### config.mk
export PLATFORM = sky130hd
export DESIGN_NAME = nios2_oci_dct_packer
export DESIGN_NICKNAME = d
export VERILOG_FILES = /design/src/rtl/nios2_oci_dct_packer.sv
export SDC_FILE = /design/constraint.sdc
export NUM_CORES = 1
export LEC_CHECK = 0
export CORE_UTILIZATION = 53
export CTS_CLUSTER_DIAMETER = 200
export CTS_CLUSTER_SIZE = 28
export DETAILED_ROUTE_END_ITERATION = 10
export PLACE_DENSITY = 0.77
export RECOVER_POWER = 100
export SYNTH_ARGS = -nofsm -noshare
export SYNTH_HDL_FRONTEND = slang
export SYNTH_SLANG_ARGS = --single-unit
### constraint.sdc
create_clock -name clk -period 2.97 [get_ports clk]
set_input_delay 0.594 -clock clk [delete_from_list [all_inputs] [get_ports clk]]
set_output_delay 0.594 -clock clk [all_outputs]
set_load 0.05 [all_outputs]
### src/rtl/nios2_oci_dct_packer.sv
// Packs trace frames into words, queues them in a small FIFO and handles
// the end-of-test flush sequence (RUN -> FLUSH -> ENDED).
module nios2_oci_dct_packer #(
  parameter  int FRAME_W         = 2,
  parameter  int FRAMES_PER_WORD = 15,
  parameter  int FIFO_DEPTH      = 4,
  localparam int BUF_W           = FRAME_W * FRAMES_PER_WORD,
  localparam int CNT_W           = 4,
  localparam int LVL_W           = $clog2(FIFO_DEPTH) + 1
) (
  input  logic               clk,
  input  logic               reset,
  input  logic               frame_valid,
  input  logic [FRAME_W-1:0] frame_data,
  input  logic               test_ending,
  output logic               out_valid,
  input  logic               out_ready,
  output logic [BUF_W-1:0]   out_data,
  output logic [CNT_W-1:0]   out_count,
  output logic [LVL_W-1:0]   fifo_level,
  output logic               overflow,
  output logic [7:0]         drop_count,
  output logic               test_has_ended
);

  localparam int PTR_W = $clog2(FIFO_DEPTH);

  typedef enum logic [1:0] {ST_RUN, ST_FLUSH, ST_ENDED} state_t;

  state_t             r_state;
  state_t             w_state_next;
  logic [BUF_W-1:0]   r_buf;
  logic [CNT_W-1:0]   r_cnt;
  logic [PTR_W-1:0]   r_wr_ptr;
  logic [PTR_W-1:0]   r_rd_ptr;
  logic [LVL_W-1:0]   r_level;
  logic               r_overflow;
  logic [7:0]         r_drop_count;
  logic [BUF_W-1:0]   r_mem_data [FIFO_DEPTH];
  logic [CNT_W-1:0]   r_mem_cnt  [FIFO_DEPTH];

  logic               w_accept;
  logic [BUF_W-1:0]   w_buf_ins;
  logic [CNT_W-1:0]   w_cnt_inc;
  logic               w_full;
  logic               w_pop;
  logic               w_space;
  logic               w_push;
  logic               w_drop;
  logic [BUF_W-1:0]   w_push_data;
  logic [CNT_W-1:0]   w_push_cnt;
  logic [BUF_W-1:0]   w_buf_next;
  logic [CNT_W-1:0]   w_cnt_next;

  assign w_accept  = frame_valid && (r_state == ST_RUN);
  assign w_buf_ins = r_buf | (BUF_W'(frame_data) << (r_cnt * FRAME_W));
  assign w_cnt_inc = r_cnt + CNT_W'(1);
  assign w_full    = (r_level == LVL_W'(FIFO_DEPTH));
  assign w_pop     = out_valid && out_ready;
  // A pop on the same edge frees the slot a push needs.
  assign w_space   = !w_full || w_pop;

  always_comb begin
    // NOTE: every combinational output gets a default first so no path
    // through the case statement can infer a latch.
    w_state_next = r_state;
    w_push       = 1'b0;
    w_drop       = 1'b0;
    w_push_data  = w_buf_ins;
    w_push_cnt   = w_cnt_inc;
    w_buf_next   = r_buf;
    w_cnt_next   = r_cnt;
    case (r_state)
      ST_RUN: begin
        if (w_accept) begin
          if (w_cnt_inc == CNT_W'(FRAMES_PER_WORD)) begin
            w_buf_next = '0;
            w_cnt_next = '0;
            w_push     = w_space;
            w_drop     = !w_space;
          end else begin
            w_buf_next = w_buf_ins;
            w_cnt_next = w_cnt_inc;
          end
        end
        if (test_ending) w_state_next = ST_FLUSH;
      end
      ST_FLUSH: begin
        // The partial word waits for room instead of being dropped.
        w_push_data = r_buf;
        w_push_cnt  = r_cnt;
        if (r_cnt != '0) begin
          if (w_space) begin
            w_push     = 1'b1;
            w_buf_next = '0;
            w_cnt_next = '0;
          end
        end else if (r_level == '0) begin
          w_state_next = ST_ENDED;
        end
      end
      ST_ENDED: ;
      default: w_state_next = ST_RUN;
    endcase
  end

  // NOTE: state registers use non-blocking assignments so every flop
  // samples pre-edge values regardless of block evaluation order.
  always_ff @(posedge clk or posedge reset) begin
    if (reset) begin
      r_state      <= ST_RUN;
      r_buf        <= '0;
      r_cnt        <= '0;
      r_wr_ptr     <= '0;
      r_rd_ptr     <= '0;
      r_level      <= '0;
      r_overflow   <= 1'b0;
      r_drop_count <= '0;
    end else begin
      r_state <= w_state_next;
      r_buf   <= w_buf_next;
      r_cnt   <= w_cnt_next;
      if (w_push) r_wr_ptr <= r_wr_ptr + PTR_W'(1);
      if (w_pop)  r_rd_ptr <= r_rd_ptr + PTR_W'(1);
      case ({w_push, w_pop})
        2'b10:   r_level <= r_level + LVL_W'(1);
        2'b01:   r_level <= r_level - LVL_W'(1);
        default: r_level <= r_level;
      endcase
      if (w_drop) begin
        r_overflow <= 1'b1;
        if (r_drop_count != 8'hFF) r_drop_count <= r_drop_count + 8'd1;
      end
    end
  end

  // NOTE: storage is not reset; the pointers and level define which
  // entries are meaningful, and the output mux hides stale contents.
  always_ff @(posedge clk) begin
    if (w_push) begin
      r_mem_data[r_wr_ptr] <= w_push_data;
      r_mem_cnt[r_wr_ptr]  <= w_push_cnt;
    end
  end

  assign out_valid      = (r_level != '0);
  assign out_data       = out_valid ? r_mem_data[r_rd_ptr] : '0;
  assign out_count      = out_valid ? r_mem_cnt[r_rd_ptr] : '0;
  assign fifo_level     = r_level;
  assign overflow       = r_overflow;
  assign drop_count     = r_drop_count;
  assign test_has_ended = (r_state == ST_ENDED);

endmodule

* After elaboration in Yosys (flattened, before gate mapping)
Memory sizes are Yosys's and may differ from the RTL's.
Index checks and enable logic that the tools add are counted.
** Operators by class
- $add $sub $neg :: 6
- Equality and inequality tests :: 13
- Shift operators :: 1
- Mux-type cells :: 29
- Bitwise logic cells :: 2
- Reductions and logical operators :: 14
** Operator list (number)
- two-way mux 30 bit :: 6
- case mux 30 bit (2 select lines) :: 1
- bitwise OR 30 bit :: 1
- << shifter 2 x 5 -> 30 bit :: 1
- two-way mux 4 bit :: 6
- != test 2 bit (second input constant) :: 6
- two-way mux 1 bit :: 9
- adder 8 x 1 -> 8 bit (second input constant) :: 1
- != test 8 bit (second input constant) :: 1
- case mux 4 bit (2 select lines) :: 1
- AND reduction 4 bit :: 2
- two-way mux 2 bit :: 3
- case mux 2 bit (3 select lines) :: 1
- case mux 3 bit (2 select lines) :: 1
- adder 2 x 1 -> 2 bit (second input constant) :: 2
- adder 4 x 1 -> 4 bit (second input constant) :: 1
- == test 2 x 1 -> 1 bit (second input constant) :: 2
- == test 2 bit (second input constant) :: 2
- == test 4 bit (second input constant) :: 1
- nonzero test 2 bit :: 2
- nonzero test 4 bit :: 1
- adder 3 x 1 -> 3 bit (second input constant) :: 1
- == test 3 bit (second input constant) :: 1
- zero test 3 bit :: 1
- 9 further kinds :: 11
** Word-level totals
- Bits in registers :: 52
- RAM bits :: 136
- Bits of input ports :: 7
- Output and inout port bits :: 48
- Logic and storage cells :: 75
- Memories :: 2
** Memory list
- r_mem_data :: depth 4, width 30, rd ports 1, clocked after memory_dff 0, wr ports 1, line 39 : logic [BUF_W-1:0] r_mem_data [FIFO_DEPTH];
- r_mem_cnt :: depth 4, width 4, rd ports 1, clocked after memory_dff 0, wr ports 1, line 40 : logic [CNT_W-1:0] r_mem_cnt [FIFO_DEPTH];

* Depth between registers and ports, before layout
- Depth after elaboration :: 8
- Depth in mapped cells :: 13
- Depth with buffers taken out :: 12

* Worst setup path before layout
No wires, ideal clock.
- Path kind :: reg-to-reg
- Start point :: register r_cnt[0]
- End point :: memory r_mem_cnt[2][0] (enable)
- Library setup time :: 0.394 ns
- Arrival :: 2.634 ns
- Setup slack :: -0.059 ns
- Stages on the path, launching flop included :: 8
- Path through :: dfrtp_1 clkbuf_1 clkinv_1 ha_1 nor3b_1 or2_2 a31oi_2 and2_1
** Between the ends
- Cells in the longest elaborated chain, start to end :: 7
- Elaborated cells between the ends (all ways) :: 9
** RTL lines
- start: declaration :: line 33 : logic [CNT_W-1:0] r_cnt;
- start signal: assignment :: line 122 : r_cnt <= w_cnt_next;
- adder 4 x 1 -> 4 bit :: line 57 : assign w_cnt_inc = r_cnt + CNT_W'(1);
- == test 4 bit :: line 76 : if (w_cnt_inc == CNT_W'(FRAMES_PER_WORD)) begin
- two-way mux 1 bit :: line 76
- two-way mux 1 bit :: line 75 : if (w_accept) begin
- case mux 1 bit (2 select lines) * :: line 73 : case (r_state)
- two-way mux 1 bit * :: line 140 : if (w_push) begin
- two-way mux 1 bit (implied by the code) * :: line 142 : r_mem_cnt[r_wr_ptr] <= w_push_cnt;
- end: declaration :: line 40
Mark *: on every way between the ends. The rest lies on a longest branch, timed or not.

* Final worst setup path
- Start point :: register r_rd_ptr[0]
- End point :: output out_data[29]
** Between the ends
- Cells in the longest elaborated chain, start to end :: 2
** RTL lines
- start: declaration :: line 35 : logic [PTR_W-1:0] r_rd_ptr;
- start signal: assignment :: line 124 : if (w_pop) r_rd_ptr <= r_rd_ptr + PTR_W'(1);
- memory (4 x 30 bit)
- two-way mux 30 bit :: line 147 : assign out_data = out_valid ? r_mem_data[r_rd_ptr] : '0;
- end: declaration :: line 18 : output logic [BUF_W-1:0] out_data,
Every way passes these cells.

==> metrics.md <==
| Metric | Value |
|---|---|
| Area share of the leading cell type in the synthesized netlist | 51.5% |
| Number of nets with antenna violations after detailed routing | 0 |
| Most repeated cell in the gate-level netlist after synthesis | sky130_fd_sc_hd__edfxtp_1 |
| TritonCTS clock tree | yes |
| Post-CTS Setup Inserts | 0 |
| First-pass GRT wire length | 25400 um |
| Area enclosed by the die boundary | 15500 um2 |
| Yosys warnings | 0 |
| Number of cells traversed by the worst register-to-register path | 8 |
| Count of max-cap constraint violations | 0 |
| Maximum number of pins on one net before global-route repair | 36 |
| Clk_skew | 0.00543 ns |
| Count of antenna diodes in the layout | 0 |
| Sequential fraction of the synthesis area | 67.9% |
| Status | completed |
| Count of final max-slew check failures | 0 |
| Violation count after the first detailed-route iteration | 447 |
| Actual slew at the worst max-slew pin | 1.04 ns |
| Via count of the first global-routing pass | 4785 |
| Number of synthesized register bits | 188 |
| Core Region | 14600 um2 |
| Main flop type after synthesis | sky130_fd_sc_hd__edfxtp_1 |
| Wire length per cell | 20.5 um |
| Power Total | 11.5 mW |
| Startpoint type of the worst setup path | flop |
| Overall routing resource usage | 21.8% |
| Cell area after technology mapping | 7930 um2 |
| Worst Hold Class | reg2reg |
| Cell count after synthesis | 508 |
| Cells traversed along the worst timing path | buf_4 -> mux4_2 -> and2_0 -> buf_12 |
| Number of nets in the layout | 592 |
| Total placed instance area | 9160 um2 |
| Area Growth Syn to Fin | 21.4% |
| Delay of the slowest cell on the worst path | 0.60 ns |
| Pwr/cell area | 1190 nW/um2 |
| Max Clock Freq | 356 MHz |
| Post-synth EDFFs | 136 |
| Crit Path Max Fanout | 14 |
| Number of port buffers | 54 |
| Post-route fraction of the period consumed by the critical path | 94.4% |
| Worst skew pair latency | 0.42 ns |
| Total Wirelength | 15800 um |
| Die boundary height | 124 um |
| Global-route congestion overflow total | 0 |
| Library cell used as clock root buffer | sky130_fd_sc_hd__clkbuf_16 |
| Worst ir drop on vdd | 0.000732 V |
| Tightest slew margin relative to the limit | 30.8% |
| Number of cells on the worst hold path | 1 |
| Post-synth top cells | sky130_fd_sc_hd__edfxtp_1 (136), sky130_fd_sc_hd__dfrtp_1 (52), sky130_fd_sc_hd__and2_1 (42) |
| Minimum period implied by the final worst setup slack | 2.81 ns |
| Post-synthesis async set-or-reset flop share | 27.7% |
| Initial antenna violation count | 0 |
| Kind of cell adding the most delay to the critical path | flip-flops |
| Routed via count | 4615 |
| Via-per-instance ratio | 5.98 |
| Final setup fails | 0 |
| Final GP Congestion | 0.885 |
| TritonCTS Buffers | 17 |
| I/O pin count | 55 |
| Setup TNS | 0 ns |
| Number of distinct library cells after synthesis | 45 |
| DP HPWL | 9780 um |
| Unrepaired setup endpoints after global routing | false |
| Rows | 44 |
| Remaining routing DRC violations | 0 |
| Static leakage | 3.61 nW |
| Final Hold Viols | 0 |
| Count of buffering cells on the critical path with inverters included | 2 |
| Bufs on Longest Clock Path | 2 |
| Post-synthesis cell type with the largest combined area | sky130_fd_sc_hd__edfxtp_1 |
| Number of clock sinks | 188 |
| Net Count, Synth | 525 |
| Per-instance average area after synthesis | 15.6 um2 |
| Clock-pin slew on the worst setup and hold paths | 0.06 ns |
| Die outline width | 124 um |
| Required time at the endpoint of the critical path | 2.38 ns |
| Ranking of synthesized cells by area | sky130_fd_sc_hd__edfxtp_1 (51%), sky130_fd_sc_hd__dfrtp_1 (16%), sky130_fd_sc_hd__mux4_2 (9.7%) |
| Worst path slowest cell | sky130_fd_sc_hd__dfrtp_4 |
| Number of gates on the worst path with buffers counted | 4 |
| Post-route cell area | 9630 um2 |
| Endpoint class of the critical path | output pin |
| Setup Crit Path Kind | reg2out |
| Ratio of cells with drive above 1 in the final layout | 20.6% |
| First-pass iteration count of the detailed router | 5 |
| Arrival time reported for the critical path endpoint | 2.21 ns |
| Initial core utilization | 54.4% |
| Number of H-tree levels | 4 |
[area by class of cell]
type	count	area, um2
clock buffer	24	452
clock inverter	8	95.1
fill	971	4960
inverter	12	45.0
multi-input combinational	286	2380
sequential	188	5390
tap	184	230
timing repair buffer	70	1030
[logic make-up after synthesis]
kind of cell             Yosys count  share of synthesized area (%)
adder cells (fa/ha/maj)           10                           1.67
XOR/XNOR                          16                           1.77
AND/OR/NAND/NOR                  146                           10.6
multiplexers                      37                           10.1
flip-flops                       188                           67.9
buffers and inverters             34                           1.78
AO/OA/AOI/OAI                     77                           6.25
[stage by stage]
stage	utilization, %	instances	hold WS [ns]	worst slack (ns)
2_1_floorplan	-	508	0.457	0.255
3_3_place_gp	62.8	740	0.443	0.191
3_5_place_dp	62.8	740	0.450	0.0873
4_1_cts	66.6	772	0.476	0.0335
5_1_grt	66.0	772	0.497	0.0449
6_report	66.0	772	0.471	0.165
[repair_timing]
action,in CTS,in global routing
gates resized for setup,0,1
hold buffers,0,0
endpoints found under the setup margin,0,6
[power by group]
group          switching [mW]  internal (mW)  total [mW]
clock                   0.887           1.24        2.12
combinational            3.10           2.52        5.62
sequential              0.275           3.48        3.76
[layer usage]
layer | routed length (um) | track usage [%]
met4 | 391 | 9.43
met1 | 6430 | 27.4
met3 | 814 | 4.42
met5 | 0 | 0
met2 | 8210 | 36.8
[sequential cells by signal (all words and copies together), names as in the netlist, 2 cells and up]
name        count
r_mem_data    120
r_rd_ptr        2
r_wr_ptr        2
r_mem_cnt      16
fifo_level      3
r_cnt           4
r_state         2
r_buf          30
drop_count      8
[path summary, 6_finish.rpt]
| check | startpoint | endpoint | slack [ns] |
|---|---|---|---|
| worst max-delay path | r_rd_ptr[0] | out_data[29] | 0.16 |
| worst min-delay path | overflow | overflow | 0.47 |
| worst max register to register | r_cnt[1] | r_mem_data[3][27] | 0.16 |
| worst min register to register | overflow | overflow | 0.47 |
| max in group asynchronous | reset | r_buf[10] | 0.86 |
| min in group asynchronous | reset | drop_count[1] | 0.86 |
[layout by cell type, fill, tap and decap left out, drive strengths merged, types with 7 or more instances in the layout]
| cell | Yosys | final |
|---|---|---|
| and2 | 42 | 42 |
| edfxtp | 136 | 136 |
| mux4 | 34 | 34 |
| dfrtp | 52 | 52 |
| o21bai | 31 | 31 |
| a21oi | 31 | 31 |
| nand2 | 17 | 17 |
| dlygate4sd3 | 0 | 14 |
| inv | 11 | 12 |
| and3 | 7 | 7 |
| nand3 | 10 | 10 |
| nor2 | 39 | 39 |
| nor3 | 7 | 7 |
| xor2 | 10 | 10 |
| ha | 9 | 9 |
| clkbuf | 11 | 29 |
| buf | 11 | 46 |
Power figures use the tool's default switching activity.
==> variant 1 (config.mk and constraints unchanged) <==
Set the parameter `FIFO_DEPTH` to 2 (it was 4).
--- a/src/rtl/nios2_oci_dct_packer.sv
+++ b/src/rtl/nios2_oci_dct_packer.sv
@@ -3,7 +3,7 @@
 module nios2_oci_dct_packer #(
   parameter  int FRAME_W         = 2,
   parameter  int FRAMES_PER_WORD = 15,
-  parameter  int FIFO_DEPTH      = 4,
+  parameter  int FIFO_DEPTH      = 2,
   localparam int BUF_W           = FRAME_W * FRAMES_PER_WORD,
   localparam int CNT_W           = 4,
   localparam int LVL_W           = $clog2(FIFO_DEPTH) + 1
Ports: changed (resized fifo_level); port bits go from 55 to 54. No check against the original RTL was run, so the function may have changed too.
==> variant 1 against the original RTL <==
Clock power is 16% lower; global-route usage rose by 1.4 points; die area is 34% lower; largest power group unchanged; worst setup slack better by 9.8 ps; clock skew up 4.1 ps; highest routed layer unchanged; utilization fell by 0.47 points; synthesized area decreased by 35%; total power down 34%; register-to-register slack improved by 95 ps; via count is 24% lower; critical endpoint is now out_data[6]; sequential cell count fell by 71; cell area shrank 36%; routed wire length fell by 32%.
==> variant 1: results (changes against the original RTL) <==
status=finished clean; Total GRT Usage=23.2% (+1.4 points); Clk Latency, worst-skew pair=510 ps (+90 ps); Worst setup SP type=flip-flop; CP top delay family=flip-flops; Worst-Margin Slew=983 ps (-54.5 ps); Worst Path Max Fanout=23 (+9); warnings from Yosys=0 (unchanged); Worst VDD drop=0.457 mV (-38%); global placer's final weighted congestion=0.935 (+5.7%); Synth area leaders=edfxtp_1 39%, dfrtp_1 24%, mux2i_1 6.6%, nor2_1 5.9%, o21bai_1 3.5%; Num CTS Buffers=17 (unchanged); cell leakage power=2.67 nW (-26%); largest net degree at the start of global routing=37 (+2.8%); end point of the critical path=out_data[6]; worst slack at placement=378 ps (+291 ps); commonest cells in the netlist=81 x nor2_1, 68 x edfxtp_1, 49 x dfrtp_1, 34 x mux2i_1, 29 x a21oi_1; Post-Syn Nets=431 (-18%); final WL=10800 um (-32%); first-pass iteration count of the detailed router=5 (unchanged); crit share post-route=94.1% (-0.33 points); postcts setup bufs=0 (unchanged); Detailed Route Iter0 Violations=264 (-41%); clk root buf=clkbuf_8; critical path arrival=2200 ps; fill cell count=709 (-27%); Worst R2R Path Depth=6 (-2); EDFF count, synth=68 (-50%); Max Clock Skew=9.52 ps (+4.09 ps); FFs w/ async S/R, synth=41.9% (+14 points); depth of the CTS H-tree=4 (unchanged); reg-to-reg slack, setup=260 ps (+100 ps); hpwl dp=7120 um (-27%); Cell variety after synth=48 (+6.7%); final net count=492 (-17%); crit path from=r_rd_ptr; first-pass GRT wire length=17400 um (-32%); slowest library cell on the worst path=dfrtp_2; Sw Ratio=44.1% (+7.0 points); FF-to-FF End=r_mem_data[0][11]; Seq/Total Area, Yosys=63.0% (-4.8 points); Placed Area=5780 um^2 (-37%); ANT cells=0 (unchanged); RR Startpoint=r_cnt[0]; vias in the first global route=3409 (-29%); Crit path largest cell delay=810 ps (+210 ps); clk slew on worst S/H paths=50 ps; routed via count=3509 (-24%); clk buf depth=2 (unchanged); top cell type's share of synthesized area=39.4% (-12 points); PortBufs=53 (-1.9%); share of cells above drive strength 1=16.0% (-4.6 points); top flop regs=r_mem_data: 60 flops, r_buf: 30 flops
-- variant 1: metrics by stage --
stage	util (%)	power, mW	cells	TNS, ps
6_report	65.5	7.54	622	0
5_1_grt	65.5	7.89	622	0
4_1_cts	67.3	7.87	622	0
3_5_place_dp	61.7	6.06	590	0
3_3_place_gp	61.7	5.96	590	0
2_1_floorplan	-	5.09	419	-26860
-- variant 1: logic make-up after synthesis --
kind of cell             synth area share [%]
AO/OA/AOI/OAI                            10.2
AND/OR/NAND/NOR                          13.6
multiplexers                             6.78
XOR/XNOR                                 2.70
adder cells (fa/ha/maj)                  1.21
buffers and inverters                    2.51
flip-flops                               63.0
-- variant 1: power groups by stage --
stage               clock, mW  sequential, mW  combinational, mW
floorplan                   0            2.51               2.59
global placement            0            2.58               3.38
detailed placement          0            2.61               3.46
CTS                      1.81            2.59               3.47
global route             1.88            2.64               3.37
finish                   1.79            2.58               3.16
-- variant 1: worst min path at each step --
stage | cells after the start | from | endpoint | slack, ps
4_1_cts | 2 | reset | r_buf[12] | 360
2_1_floorplan | 2 | r_buf[0] | r_buf[0] | 460
3_3_place_gp | 1 | overflow | overflow | 460
3_5_place_dp | 1 | overflow | overflow | 460
6_report | 1 | overflow | overflow | 460
5_1_grt | 1 | overflow | overflow | 490
-- variant 1: metal layers --
layer	up-vias	routed length [um]	global-route usage [%]
li1	1615	-	-
met1	1714	4850	31.5
met4	0	197	11.7
met5	-	0	0
met2	158	5150	35.6
met3	22	651	4.92
-- variant 1: area by class of cell --
type / instances / area [um^2] / share of cell area, %
multi-input cells: 277 / 1740 / 28.4
well taps: 129 / 161 / 2.63
flip-flops and latches: 117 / 3270 / 53.2
inverters: 5 / 18.8 / 0.306
clock inverters: 10 / 83.8 / 1.37
clock buffers: 22 / 443 / 7.21
repair buffers: 62 / 420 / 6.85
==> variant 2 (same settings) <==
Made on the original files. `r_buf` no longer has a reset.
--- a/src/rtl/nios2_oci_dct_packer.sv
+++ b/src/rtl/nios2_oci_dct_packer.sv
@@ -109,7 +109,6 @@
   always_ff @(posedge clk or posedge reset) begin
     if (reset) begin
       r_state      <= ST_RUN;
-      r_buf        <= '0;
       r_cnt        <= '0;
       r_wr_ptr     <= '0;
       r_rd_ptr     <= '0;
@@ -118,7 +117,6 @@
       r_drop_count <= '0;
     end else begin
       r_state <= w_state_next;
-      r_buf   <= w_buf_next;
       r_cnt   <= w_cnt_next;
       if (w_push) r_wr_ptr <= r_wr_ptr + PTR_W'(1);
       if (w_pop)  r_rd_ptr <= r_rd_ptr + PTR_W'(1);
@@ -132,6 +130,10 @@
         if (r_drop_count != 8'hFF) r_drop_count <= r_drop_count + 8'd1;
       end
     end
+  end
+
+  always_ff @(posedge clk) begin
+    r_buf <= w_buf_next;
   end
 
   // NOTE: storage is not reset; the pointers and level define which
Formal check against the unedited RTL: not equivalent (Yosys sat finds a counterexample within 4 cycles, from zero or initial values and one cycle with reset high).
==> variant 2 against the original RTL <==
Combinational power up 7.1%; cell area is 3.0% higher; synthesized area increased by 1.8%; total power grew 11%; highest routed layer unchanged; non-clock buffer count is 4 higher; utilization increased by 1.5 points; largest power group unchanged; routed wire length increased by 2.3%; sequential cell count unchanged; worst setup slack better by 13 ps; largest cell class unchanged.
==> variant 2: results (changes against the original RTL) <==
status=finished clean; mux cell area share after synthesis=10.2% (+0.14 points); worst slack at placement=111 ps (+23.7 ps); Mapped Cells=503 (-0.98%); metal2 WL=8060 um (-1.8%); share of cells above drive strength 1=22.9% (+2.4 points); Max Clock Skew=7.43 ps (+2.00 ps); cell leakage power=3.54 nW (-1.9%); hpwl dp=10100 um (+3.5%); Synth area leaders=edfxtp_1 62%, mux4_2 9.5%, dfrtp_1 6.8%, and2_1 3.2%, o21bai_1 2.1%; top flop regs=r_mem_data: 120 flops, r_buf: 30 flops, r_mem_cnt: 16 flops; clk root buf=clkbuf_16; commonest cells in the netlist=166 x edfxtp_1, 41 x and2_1, 36 x nor2_1, 34 x mux4_2, 31 x a21oi_1; FFs w/ async S/R, synth=11.7% (-16 points); critical path arrival=2200 ps; Detailed Route Iter0 Violations=328 (-27%); Cell variety after synth=48 (+6.7%); fill cell count=959 (-1.2%); vias in the first global route=4829 (+0.92%); Seq/Total Area, Yosys=68.5% (+0.63 points); depth of the CTS H-tree=4 (unchanged); Placed Area=9320 um^2 (+1.7%); global placer's final weighted congestion=0.900 (+1.7%); WL met3=1120 um (+37%); Worst Path Max Fanout=16 (+2); PortBufs=54 (unchanged); first-pass GRT wire length=25900 um (+2.0%); Num CTS Buffers=17 (unchanged); first-pass iteration count of the detailed router=5 (unchanged); Synth Area in Compound Gates=7.26% (+1.0 points); Total GRT Usage=22.2% (+0.43 points); warnings from Yosys=0 (unchanged); routed via count=4588 (-0.59%); Clk Latency, worst-skew pair=430 ps; EDFF count, synth=166 (+22%); Multi-input gate area=2390 um^2 (+0.21%); Worst VDD drop=0.638 mV (-13%); Synth Area in Adders=1.64% (-0.030 points); ANT cells=0 (unchanged); clk slew on worst S/H paths=70 ps; clk buf depth=2 (unchanged); largest net degree at the start of global routing=36 (unchanged); postcts setup bufs=0 (unchanged); worst hold path class=flip-flop to flip-flop; post-route met1 wirelength=6530 um (+1.5%); final net count=588 (-0.68%); placed insts=736 (-0.54%); max layer used=met4; wire length per cell=21.1 um (+2.8%); initial antenna violation count=0 (unchanged); xor and xnor area share after synthesis=1.63% (-0.14 points); final WL=16200 um (+2.3%); Rel. slew slack=20.1% (-11 points); Post-Syn Nets=520 (-0.95%)
==> variant 2: cell count changes after synthesis, moves of 5 or more <==
cell      change
dfrtp_1      -30
xor2_1        -6
xnor2_1       +5
edfxtp_1     +30
a31o_2        +8
o21bai_1      -8
==> variant 2: area by class of cell <==
type                            instances  area share [%]
Clock buffer                           17            4.29
Tap cell                              184            2.32
Sequential cell                       188            55.8
Inverter                               14           0.530
Timing Repair Buffer                   74            10.6
Multi-Input combinational cell        276            24.1
Clock inverter                         15            2.35
==> variant 2: kinds of logic (layout without fill, tap and decap cells) <==
group,count (synthesis),in the layout
AO/OA/AOI/OAI,81,81
XOR/XNOR,15,15
adder cells (fa/ha/maj),10,10
buffers and inverters,39,120
flip-flops,188,188
multiplexers,39,39
AND/OR/NAND/NOR,131,131
==> variant 2: worst max-delay path, cell delays in order (launching register included) <==
cell and delay (ps):
dfrtp_2 630, buf_12 240, mux4_2 520, and2_1 200, buf_12 150
==> variant 2: path summary, 6_finish.rpt <==
kind | from | endpoint | slack [ps] | cells past startpoint
setup reg to reg | r_cnt[0] | r_mem_cnt[2][2] | 190 | 9
hold / removal | overflow | overflow | 470 | 1
max in group asynchronous | reset | r_cnt[0] | 1580 | 2
min in group asynchronous | reset | r_state[1] | 780 | 2
hold reg to reg | overflow | overflow | 470 | 1
setup / recovery | r_rd_ptr[0] | out_data[21] | 180 | 4
==> variant 2: repair_timing <==
action	CTS	global route
setup endpoints to repair	0	1
gates resized for setup	0	1
hold endpoints to repair	0	0
==> variant 2: per-layer routing <==
metal  GRT usage, %  vias to the layer above
met5              0                        -
met4           9.83                        0
met3           5.43                       39
met2           36.0                      219
met1           28.7                     2284
li1               -                     2046
==> variant 2: where the power goes <==
part,internal (mW),switching (mW)
combinational,2.62,3.40
sequential,3.95,0.325
clock,1.51,0.999
